[config.mk]
export PLATFORM = sky130hd
export DESIGN_NAME = flexbex_multdiv_param
export DESIGN_NICKNAME = d
export VERILOG_FILES = /design/src/rtl/flexbex_multdiv_param.sv
export SDC_FILE = /design/constraint.sdc
export NUM_CORES = 1
export LEC_CHECK = 0
export BUFFER_PORTS_ARGS = -buffer_cell sky130_fd_sc_hd__buf_2
export CAP_MARGIN = 20
export CORE_AREA = 2 2 242 244
export CTS_CLUSTER_SIZE = 20
export DETAILED_ROUTE_END_ITERATION = 8
export DIE_AREA = 0 0 244 246
export GPL_TIMING_DRIVEN = 0
export HOLD_SLACK_MARGIN = 0.12
export PLACE_DENSITY = 0.61
export SYNTH_ARGS = -nofsm -noshare
export SYNTH_HDL_FRONTEND = slang
export SYNTH_SLANG_ARGS = --single-unit
[constraint.sdc]
create_clock -name clk -period 25.8 [get_ports clk]
set_clock_uncertainty 0.1 [all_clocks]
set_input_delay 5.16 -clock clk [delete_from_list [all_inputs] [get_ports clk]]
set_output_delay 5.16 -clock clk [all_outputs]
set_load 0.02 [all_outputs]
[src/rtl/flexbex_multdiv_param.sv]
// Iterative multiplier/divider: KW x KW partial products per cycle for MUL/MULH,
// restoring division for DIV/REM when FLEXBEX_MULTDIV_DIV_EN is defined.
module flexbex_multdiv_param #(
  parameter int XLEN = 32,
  parameter int KW   = 16
) (
  input  logic            clk,
  input  logic            rst_n,
  input  logic            valid_i,
  output logic            ready_o,
  input  logic [1:0]      operator_i,
  input  logic [1:0]      signed_mode_i,
  input  logic [XLEN-1:0] op_a_i,
  input  logic [XLEN-1:0] op_b_i,
  output logic            valid_o,
  input  logic            ready_i,
  output logic [XLEN-1:0] result_o
);

  localparam int N = XLEN / KW;
  localparam logic [1:0] NM1 = 2'(N - 1);
  localparam logic [1:0] OP_MUL = 2'd0, OP_MULH = 2'd1, OP_DIV = 2'd2;

  typedef enum logic [2:0] {S_IDLE, S_MUL, S_DIV, S_FIX, S_DONE} state_e;
  state_e state_q, state_d;

  logic [1:0]        op_q;
  logic              sa_q, sb_q;
  logic [XLEN-1:0]   a_mag_q, b_mag_q, result_q;
  logic [2*XLEN-1:0] acc_q;
  logic [1:0]        i_q, j_q;

  logic              accept, sa_in, sb_in, mul_last;
  logic [XLEN-1:0]   a_mag_in, b_mag_in, fix_res;
  logic [1:0]        j_lim;
  logic [KW-1:0]     a_k, b_k;
  logic [2*KW-1:0]   pp;
  logic [2*XLEN-1:0] pp_ext, prod;

  assign accept   = valid_i & (state_q == S_IDLE);
  assign sa_in    = op_a_i[XLEN-1] & signed_mode_i[0];
  assign sb_in    = op_b_i[XLEN-1] & signed_mode_i[1];
  assign a_mag_in = sa_in ? -op_a_i : op_a_i;
  assign b_mag_in = sb_in ? -op_b_i : op_b_i;

  // MUL only needs the lower triangle (i+j<N); MULH walks the full square
  assign j_lim    = (op_q == OP_MUL) ? NM1 - i_q : NM1;
  assign mul_last = (i_q == NM1) && (j_q == j_lim);
  assign a_k      = KW'(a_mag_q >> (KW * int'(i_q)));
  assign b_k      = KW'(b_mag_q >> (KW * int'(j_q)));
  assign pp       = {{KW{1'b0}}, a_k} * {{KW{1'b0}}, b_k};
  assign pp_ext   = (2*XLEN)'(pp) << (KW * (int'(i_q) + int'(j_q)));
  assign prod     = (sa_q ^ sb_q) ? -acc_q : acc_q;

`ifdef FLEXBEX_MULTDIV_DIV_EN
  localparam int CW = $clog2(XLEN);
  logic [CW-1:0]     cnt_q;
  logic              div0_q;
  logic [XLEN-1:0]   a_raw_q;
  logic [XLEN:0]     rem_sh, diff;
  logic              q_bit;
  logic [2*XLEN-1:0] acc_div;

  // acc_q holds {remainder, dividend/quotient}; one quotient bit shifts in per cycle
  assign rem_sh  = {acc_q[2*XLEN-1:XLEN], acc_q[XLEN-1]};
  assign diff    = rem_sh - {1'b0, b_mag_q};
  assign q_bit   = ~diff[XLEN];
  assign acc_div = {q_bit ? diff[XLEN-1:0] : rem_sh[XLEN-1:0], acc_q[XLEN-2:0], q_bit};
`endif

  always_comb begin
    fix_res = '0;
    case (op_q)
      OP_MUL:  fix_res = prod[XLEN-1:0];
      OP_MULH: fix_res = prod[2*XLEN-1:XLEN];
      default: begin
`ifdef FLEXBEX_MULTDIV_DIV_EN
        if (div0_q)
          fix_res = (op_q == OP_DIV) ? '1 : a_raw_q;
        else if (op_q == OP_DIV)
          fix_res = (sa_q ^ sb_q) ? -acc_q[XLEN-1:0] : acc_q[XLEN-1:0];
        else
          fix_res = sa_q ? -acc_q[2*XLEN-1:XLEN] : acc_q[2*XLEN-1:XLEN];
`else
        fix_res = '0;
`endif
      end
    endcase
  end

  always_ff @(posedge clk or negedge rst_n) begin
    if (!rst_n) state_q <= S_IDLE;
    else        state_q <= state_d;
  end

  always_comb begin
    state_d = state_q;
    case (state_q)
      S_IDLE: if (valid_i) begin
`ifdef FLEXBEX_MULTDIV_DIV_EN
        if (operator_i[1]) state_d = (op_b_i == '0) ? S_FIX : S_DIV;
`else
        if (operator_i[1]) state_d = S_FIX;
`endif
        else               state_d = S_MUL;
      end
      S_MUL:  if (mul_last) state_d = S_FIX;
`ifdef FLEXBEX_MULTDIV_DIV_EN
      S_DIV:  if (cnt_q == '0) state_d = S_FIX;
`else
      S_DIV:  state_d = S_FIX;
`endif
      S_FIX:  state_d = S_DONE;
      S_DONE: if (ready_i) state_d = S_IDLE;
      default: state_d = S_IDLE;
    endcase
  end

  always_comb begin
    ready_o  = (state_q == S_IDLE);
    valid_o  = (state_q == S_DONE);
    result_o = valid_o ? result_q : '0;
  end

  always_ff @(posedge clk or negedge rst_n) begin
    if (!rst_n) begin
      op_q     <= '0;
      sa_q     <= 1'b0;
      sb_q     <= 1'b0;
      a_mag_q  <= '0;
      b_mag_q  <= '0;
      acc_q    <= '0;
      i_q      <= '0;
      j_q      <= '0;
      result_q <= '0;
`ifdef FLEXBEX_MULTDIV_DIV_EN
      cnt_q    <= '0;
      div0_q   <= 1'b0;
      a_raw_q  <= '0;
`endif
    end else begin
      case (state_q)
        S_IDLE: if (accept) begin
          op_q    <= operator_i;
          sa_q    <= sa_in;
          sb_q    <= sb_in;
          a_mag_q <= a_mag_in;
          b_mag_q <= b_mag_in;
          acc_q   <= operator_i[1] ? {{XLEN{1'b0}}, a_mag_in} : '0;
          i_q     <= '0;
          j_q     <= '0;
`ifdef FLEXBEX_MULTDIV_DIV_EN
          cnt_q   <= CW'(XLEN - 1);
          div0_q  <= (op_b_i == '0);
          a_raw_q <= op_a_i;
`endif
        end
        S_MUL: begin
          acc_q <= acc_q + pp_ext;
          if (j_q == j_lim) begin
            j_q <= '0;
            i_q <= i_q + 2'd1;
          end else begin
            j_q <= j_q + 2'd1;
          end
        end
`ifdef FLEXBEX_MULTDIV_DIV_EN
        S_DIV: begin
          acc_q <= acc_div;
          cnt_q <= cnt_q - 1'b1;
        end
`endif
        S_FIX:  result_q <= fix_res;
        S_DONE: if (ready_i) result_q <= '0;
        default: ;
      endcase
    end
  end

endmodule

==> results of run 1 <==
==> layout make-up <==
cell class | instances | area [um2] | share of cell area [%]
inverters | 288 | 1081 | 4.345
flip-flops and latches | 171 | 4279 | 17.20
repair buffers | 107 | 574.3 | 2.308
clock inverters | 14 | 146.4 | 0.5883
clock buffers | 18 | 429.2 | 1.725
well taps | 765 | 957.2 | 3.847
plain buffers | 145 | 548.0 | 2.202
multi-input cells | 2251 | 16870 | 67.79
==> cell usage in the layout (no fill, tap or decap), types with 13 or more instances in the layout <==
cell type	Yosys	layout
nand2_1	359	359
nor2_1	336	336
inv_1	287	287
fa_1	196	196
a21oi_1	191	191
ha_1	172	172
dfrtp_1	171	171
o21ai_0	168	168
clkbuf_1	130	131
xnor2_1	124	124
buf_2	3	107
xor2_1	83	83
and2_1	57	57
a21o_1	49	49
mux2i_1	41	41
nor3_1	38	38
or2_2	34	34
a211oi_1	32	32
a22o_1	30	30
nand3_1	25	25
nand4_1	23	23
o21bai_1	23	23
a31oi_1	20	20
nand2b_1	18	18
nor4_1	17	17
and3_1	17	17
clkbuf_16	0	17
o31ai_1	15	15
o22ai_1	15	15
or3_1	14	14
o21a_1	13	13
==> sequential cells by signal (all words and copies together) (netlist names) <==
signal	cells
state_q	3
op_q	2
result_q	32
j_q	2
i_q	2
a_mag_q	32
sb_q	1
acc_q	64
b_mag_q	32
sa_q	1
==> cell families (layout without fill, tap and decap cells) <==
family                     count (synthesis)  count (layout)  share of synthesized area [%]
AOI/OAI and AO/OA                        644             644                          17.92
and+or+nand+nor                          989             989                          19.58
buffers and inverters                    433             572                          7.154
adders and majority gates                368             368                          26.68
muxes                                     43              43                          1.901
DFF                                      171             171                          18.79
xor gates and xnor gates                 207             207                          7.962
==> per-stage QoR <==
| step | std cells | area [um2] | util [%] |
|---|---|---|---|
| floorplan | 2855 | 22770 | - |
| global placement | 3725 | 24250 | 42.28 |
| detailed placement | 3726 | 24300 | 42.35 |
| CTS | 3758 | 24870 | 43.36 |
| global route | 3759 | 24880 | 43.38 |
| finish | 3759 | 24880 | 43.38 |
==> routing by layer <==
layer	vias to the layer above	part of all wire (%)	track usage [%]
li1	9851	-	-
met1	10270	47	39.55
met2	793	44	40.44
met3	112	7.0	3.453
met4	0	2.9	8.321
met5	-	0	0
==> worst register-to-register path, delay by kind of cell (launching register included) <==
kind | cells | cell delay [ns]
AOI/OAI and AO/OA | 11 | 3.21
xor gates and xnor gates | 2 | 0.37
adders and majority gates | 8 | 3.89
buffers and inverters | 11 | 2.58
DFF | 1 | 0.36
muxes | 1 | 0.39
and+or+nand+nor | 6 | 2.06
==> worst min-delay path by stage <==
stage	startpoint	end	slack (ns)
after floorplan	a_mag_q[3]$_DFFE_PN0P_	a_mag_q[3]$_DFFE_PN0P_	0.35
after global placement	b_mag_q[2]$_DFFE_PN0P_	b_mag_q[2]$_DFFE_PN0P_	0.36
after detailed placement	b_mag_q[2]$_DFFE_PN0P_	b_mag_q[2]$_DFFE_PN0P_	0.37
after CTS	b_mag_q[2]$_DFFE_PN0P_	b_mag_q[2]$_DFFE_PN0P_	0.38
after global routing	a_mag_q[3]$_DFFE_PN0P_	a_mag_q[3]$_DFFE_PN0P_	0.40
final	b_mag_q[4]$_DFFE_PN0P_	b_mag_q[4]$_DFFE_PN0P_	0.38
==> summary.txt, run 1 <==
Status
  • Outcome: completed

Clocking
  • Cts repair resizes: 0
  • Hold Buf Count CTS: 0
  • Num CTS Buffers: 17
  • Worst-skew pair later-pin latency: between 0.4 and 0.5 ns
  • Clock buffer depth: 2
  • CTS tree: done
  • Clk sink count: between 150 and 200
  • CTS H-Tree Depth: 4
  • Post-CTS setup buffers: 0
  • Reg clk slew, reported paths: about 0.07 ns
  • Root Buffer: clkbuf_16

Final layout
  • Synth-to-layout area growth: 9.275%
  • Filler cells: 5893
  • Ant. Diodes: 0
  • Layout cells sized above 1: under 10%
  • Final net count: 3421

Floorplanning
  • Die area: 0.06002 mm2
  • Rows: 88
  • Die Span X: around 240 um
  • Io pins: about 110
  • Core area: around 0.057 mm2
  • Die Height: 246 um
  • Effective utilization at floorplan: between 30% and 40%

Logic synthesis
  • Synth top area share: 18.79%
  • Ys flop type: dfrtp_1
  • Synth Instances: 2855
  • Synth warn: 0
  • Post-synth top area cell: dfrtp_1
  • Synth area leaders: dfrtp_1 (19%), fa_1 (17%), ha_1 (9.5%), nand2_1 (5.9%), nor2_1 (5.5%)
  • Post-synth top cells: nand2_1 (359), nor2_1 (336), inv_1 (287)
  • Syn_nets: ~3300
  • Syn Area/Cell: roughly 8 um2
  • Most common cell in the netlist: nand2_1
  • Ys async rst share: 100.0%
  • Post-Syn Area: between 0.02 and 0.025 mm2
  • Yosys cell types: 79
  • Number of synthesized flops with an enable pin: 0
  • Sequential share of the synthesized area: a little under a fifth
  • Yosys reg bits: approximately 170

STA
  • Final min period: ~13 ns
  • Measured slew at the worst slew-check pin: ~1.2 ns
  • Slew HR: between 10% and 20%
  • Setup TNS: 0 ns
  • Max Slew Vio Count: 0
  • Setup violators final: 0
  • Tcrit/Tclk final: 50.60%
  • Setup ws final: 12.74 ns
  • Hold WS: between 0.3 and 0.4 ns
  • Endpoints failing hold: 0
  • Max Fclk: about 77 MHz
  • RSZ-0062 raised after global routing: no

Route
  • Vias post-DR: 21030
  • Post-route DRC violation count: 0
  • ANT nets after route: 0
  • WL final: between 80000 and 90000 um
  • Vias/cell: between 5 and 6
  • Starting DRC count in detailed routing: around 2000
  • DR pass1 iterations: 5
  • DR WL/cell: about 21 um

Setup path
  • Largest stage delay on the critical path: 0.68 ns
  • Reg2Reg Launch Point: j_q[0]$_DFFE_PN0P_
  • Crit-path max FO: 10
  • CP Depth: 39
  • Crit path from: j_q[0]$_DFFE_PN0P_
  • FF-to-FF End: acc_q[62]$_DFFE_PN0P_
  • Crit path capture type: register
  • Worst setup SP type: register
  • CP required: 26.06 ns
  • R2r setup slk: about 13 ns
  • WP data arrival: approximately 13 ns
  • Delay-heaviest family, CP: adder cells
  • R2R depth: 39
  • CP endpoint: acc_q[62]$_DFFE_PN0P_
  • Slowest CP cell: or4b_2
  • Setup CP Type: reg -> reg
  • CP Buf/Inv Count: 11

GRT
  • Largest net degree at the start of global routing: approximately 110
  • Vias in the first global route: approximately 20000
  • First-pass GRT wire length: between 100000 and 150000 um
  • Antenna violations before repair: 0
  • Total grt overflow: 0
  • Overall Global Routing Usage: a little over a quarter

Job
  • Max-Cap Viols: 0

Placement
  • Placer Congestion: 1.013
  • DP HPWL: 67170 um
  • Port Buffers: 105
  • Dpl ws: 12.95 ns

Min path
  • Cells on Worst Hold Path: 2
  • Hold WC Path Type: reg -> reg
Power of run 1 is not shown: default switching activity piles up to over one toggle a cycle in this logic, so the estimate is an artifact.
==> run 2, diff against run 1 <==
==> constraint.sdc (replaced) <==
create_clock -name clk -period 12.8 [get_ports clk]
set_clock_uncertainty 0.1 [all_clocks]
set_input_delay 2.56 -clock clk [delete_from_list [all_inputs] [get_ports clk]]
set_output_delay 2.56 -clock clk [all_outputs]
set_load 0.02 [all_outputs]
==> run 2 against run 1 <==
Hold slack better by 0.00061 ns. Sequential share of layout area hardly changed. Routed wire length hardly changed. Maximum frequency is 7.1% higher. Final cell count stayed put. Final area hardly changed.
==> summary.txt, run 2 (same netlist as run 1, synthesis figures left out) <==
Status
  • Outcome: completed

Clocking
  • Root Buffer: clkbuf_16
  • Num CTS Buffers: 17
  • Worst-skew pair later-pin latency: between 0.4 and 0.5 ns
  • Reg clk slew, reported paths: 0.07 ns
  • CTS tree: done
  • Clock buffer depth: 2
  • Post-CTS setup buffers: 0
  • CTS H-Tree Depth: 4
  • Clk sink count: between 150 and 200

GRT
  • First-pass GRT wire length: 122000 um
  • Overall Global Routing Usage: between 20% and 30%
  • Vias in the first global route: approximately 20000
  • Largest net degree at the start of global routing: ~110
  • Antenna violations before repair: 0
  • Total grt overflow: 0

Setup path
  • Setup CP Type: reg -> reg
  • WP data arrival: about 12 ns
  • Largest stage delay on the critical path: ~0.68 ns
  • Slowest CP cell: or4b_2
  • Worst setup SP type: register
  • Crit path capture type: register
  • CP Buf/Inv Count: 11
  • Crit-path max FO: 10
  • Delay-heaviest family, CP: adder cells
  • CP required: approximately 13 ns

Placement
  • DP HPWL: 67170 um
  • Port Buffers: 105
  • Placer Congestion: 1.013

Final layout
  • Synth-to-layout area growth: 9.341%
  • Most flops, register: acc_q
  • Most common cell after layout, fill and taps aside: nand2_1
  • Commonest cells after routing, fill and taps aside: nand2_1 (359), nor2_1 (334), inv_1 (287)
  • Layout cells sized above 1: approximately 7.0%
  • Final net count: approximately 3400
  • Ant. Diodes: 0
  • Max FFs per register: 64

Floorplanning
  • Die area: about 0.060 mm2
  • Io pins: between 100 and 150
  • Effective utilization at floorplan: between 30% and 40%
  • Die Height: around 250 um
  • Die Span X: about 240 um
  • Rows: roughly 90
  • Core area: 0.05737 mm2

Route
  • DR WL/cell: 21.43 um
  • Vias/cell: approximately 5.6
  • ANT nets after route: 0
  • Post-route DRC violation count: 0
  • Starting DRC count in detailed routing: 1976
  • WL final: 80560 um
  • DR pass1 iterations: 6
  • Vias post-DR: 21000

STA
  • Setup violators final: 0
  • Slew HR: between 10% and 20%
  • Max Slew Vio Count: 0
  • Measured slew at the worst slew-check pin: 1.215 ns
  • Endpoints failing hold: 0
  • RSZ-0062 raised after global routing: no
  • Setup TNS: 0 ns
  • Final min period: 12.19 ns
  • Tcrit/Tclk final: roughly 95%
  • Max Fclk: just over 80 MHz

Job
  • Max-Cap Viols: 0

Min path
  • Hold WC Path Type: reg -> reg
-- run 2: final timing paths --
path / startpoint / end / slack [ns] / cells after the start
max in group asynchronous: rst_n / b_mag_q[20]$_DFFE_PN0P_ / 9.73 / 2
worst min-delay path: a_mag_q[25]$_DFFE_PN0P_ / a_mag_q[25]$_DFFE_PN0P_ / 0.38 / 2
worst max-delay path: j_q[0]$_DFFE_PN0P_ / acc_q[62]$_DFFE_PN0P_ / 0.61 / 39
worst min register to register: a_mag_q[25]$_DFFE_PN0P_ / a_mag_q[25]$_DFFE_PN0P_ / 0.38 / 2
min in group asynchronous: rst_n / acc_q[51]$_DFFE_PN0P_ / 1.94 / 1
worst max register to register: j_q[0]$_DFFE_PN0P_ / acc_q[62]$_DFFE_PN0P_ / 0.61 / 39
-- run 2: per-layer routing --
metal | vias to the layer above | global-route usage [%] | routed length, um
met4 | 0 | 8.321 | 2389
li1 | 9842 | - | -
met5 | - | 0 | 0
met1 | 10240 | 39.55 | 37540
met2 | 814 | 40.44 | 35020
met3 | 113 | 3.453 | 5619
-- run 2: area by class of cell --
type / instances / area (um2)
Tap cell: 765 / 957.2
Clock buffer: 18 / 429.2
Fill cell: 5894 / 32470
Buffer: 145 / 558.0
Multi-Input combinational cell: 2251 / 16870
Timing Repair Buffer: 107 / 574.3
Sequential cell: 171 / 4279
Inverter: 288 / 1081
Clock inverter: 14 / 146.4
-- run 2: repair_timing --
item                                    4_1_cts  5_1_grt
hold buffers                                  0        0
resized for setup                             1       15
endpoints found under the setup margin        2        7
endpoints found under the hold margin         0        0
-- run 2: worst reg2reg max path, delay by kind of cell, from the launching register on --
family                     cells  cell delay (ns)
and+or+nand+nor                6             1.93
AOI/OAI and AO/OA             11             3.23
DFF                            1             0.37
buffers and inverters         11             1.92
adders and majority gates      8             3.85
xor gates and xnor gates       2             0.38
muxes                          1             0.33
-- run 2: through the flow --
stage	hold WS, ns	util, %	area, um2	setup WS, ns	cells
2_1_floorplan	0.3450	-	22770	2.544	2855
3_3_place_gp	0.3606	42.28	24250	-0.03212	3725
3_5_place_dp	0.3694	42.35	24300	-0.04557	3726
4_1_cts	0.3847	43.36	24870	0.2284	3758
5_1_grt	0.4018	43.40	24900	0.06006	3759
6_report	0.3807	43.40	24900	0.6107	3759
Power of run 2 is left out for the same reason.
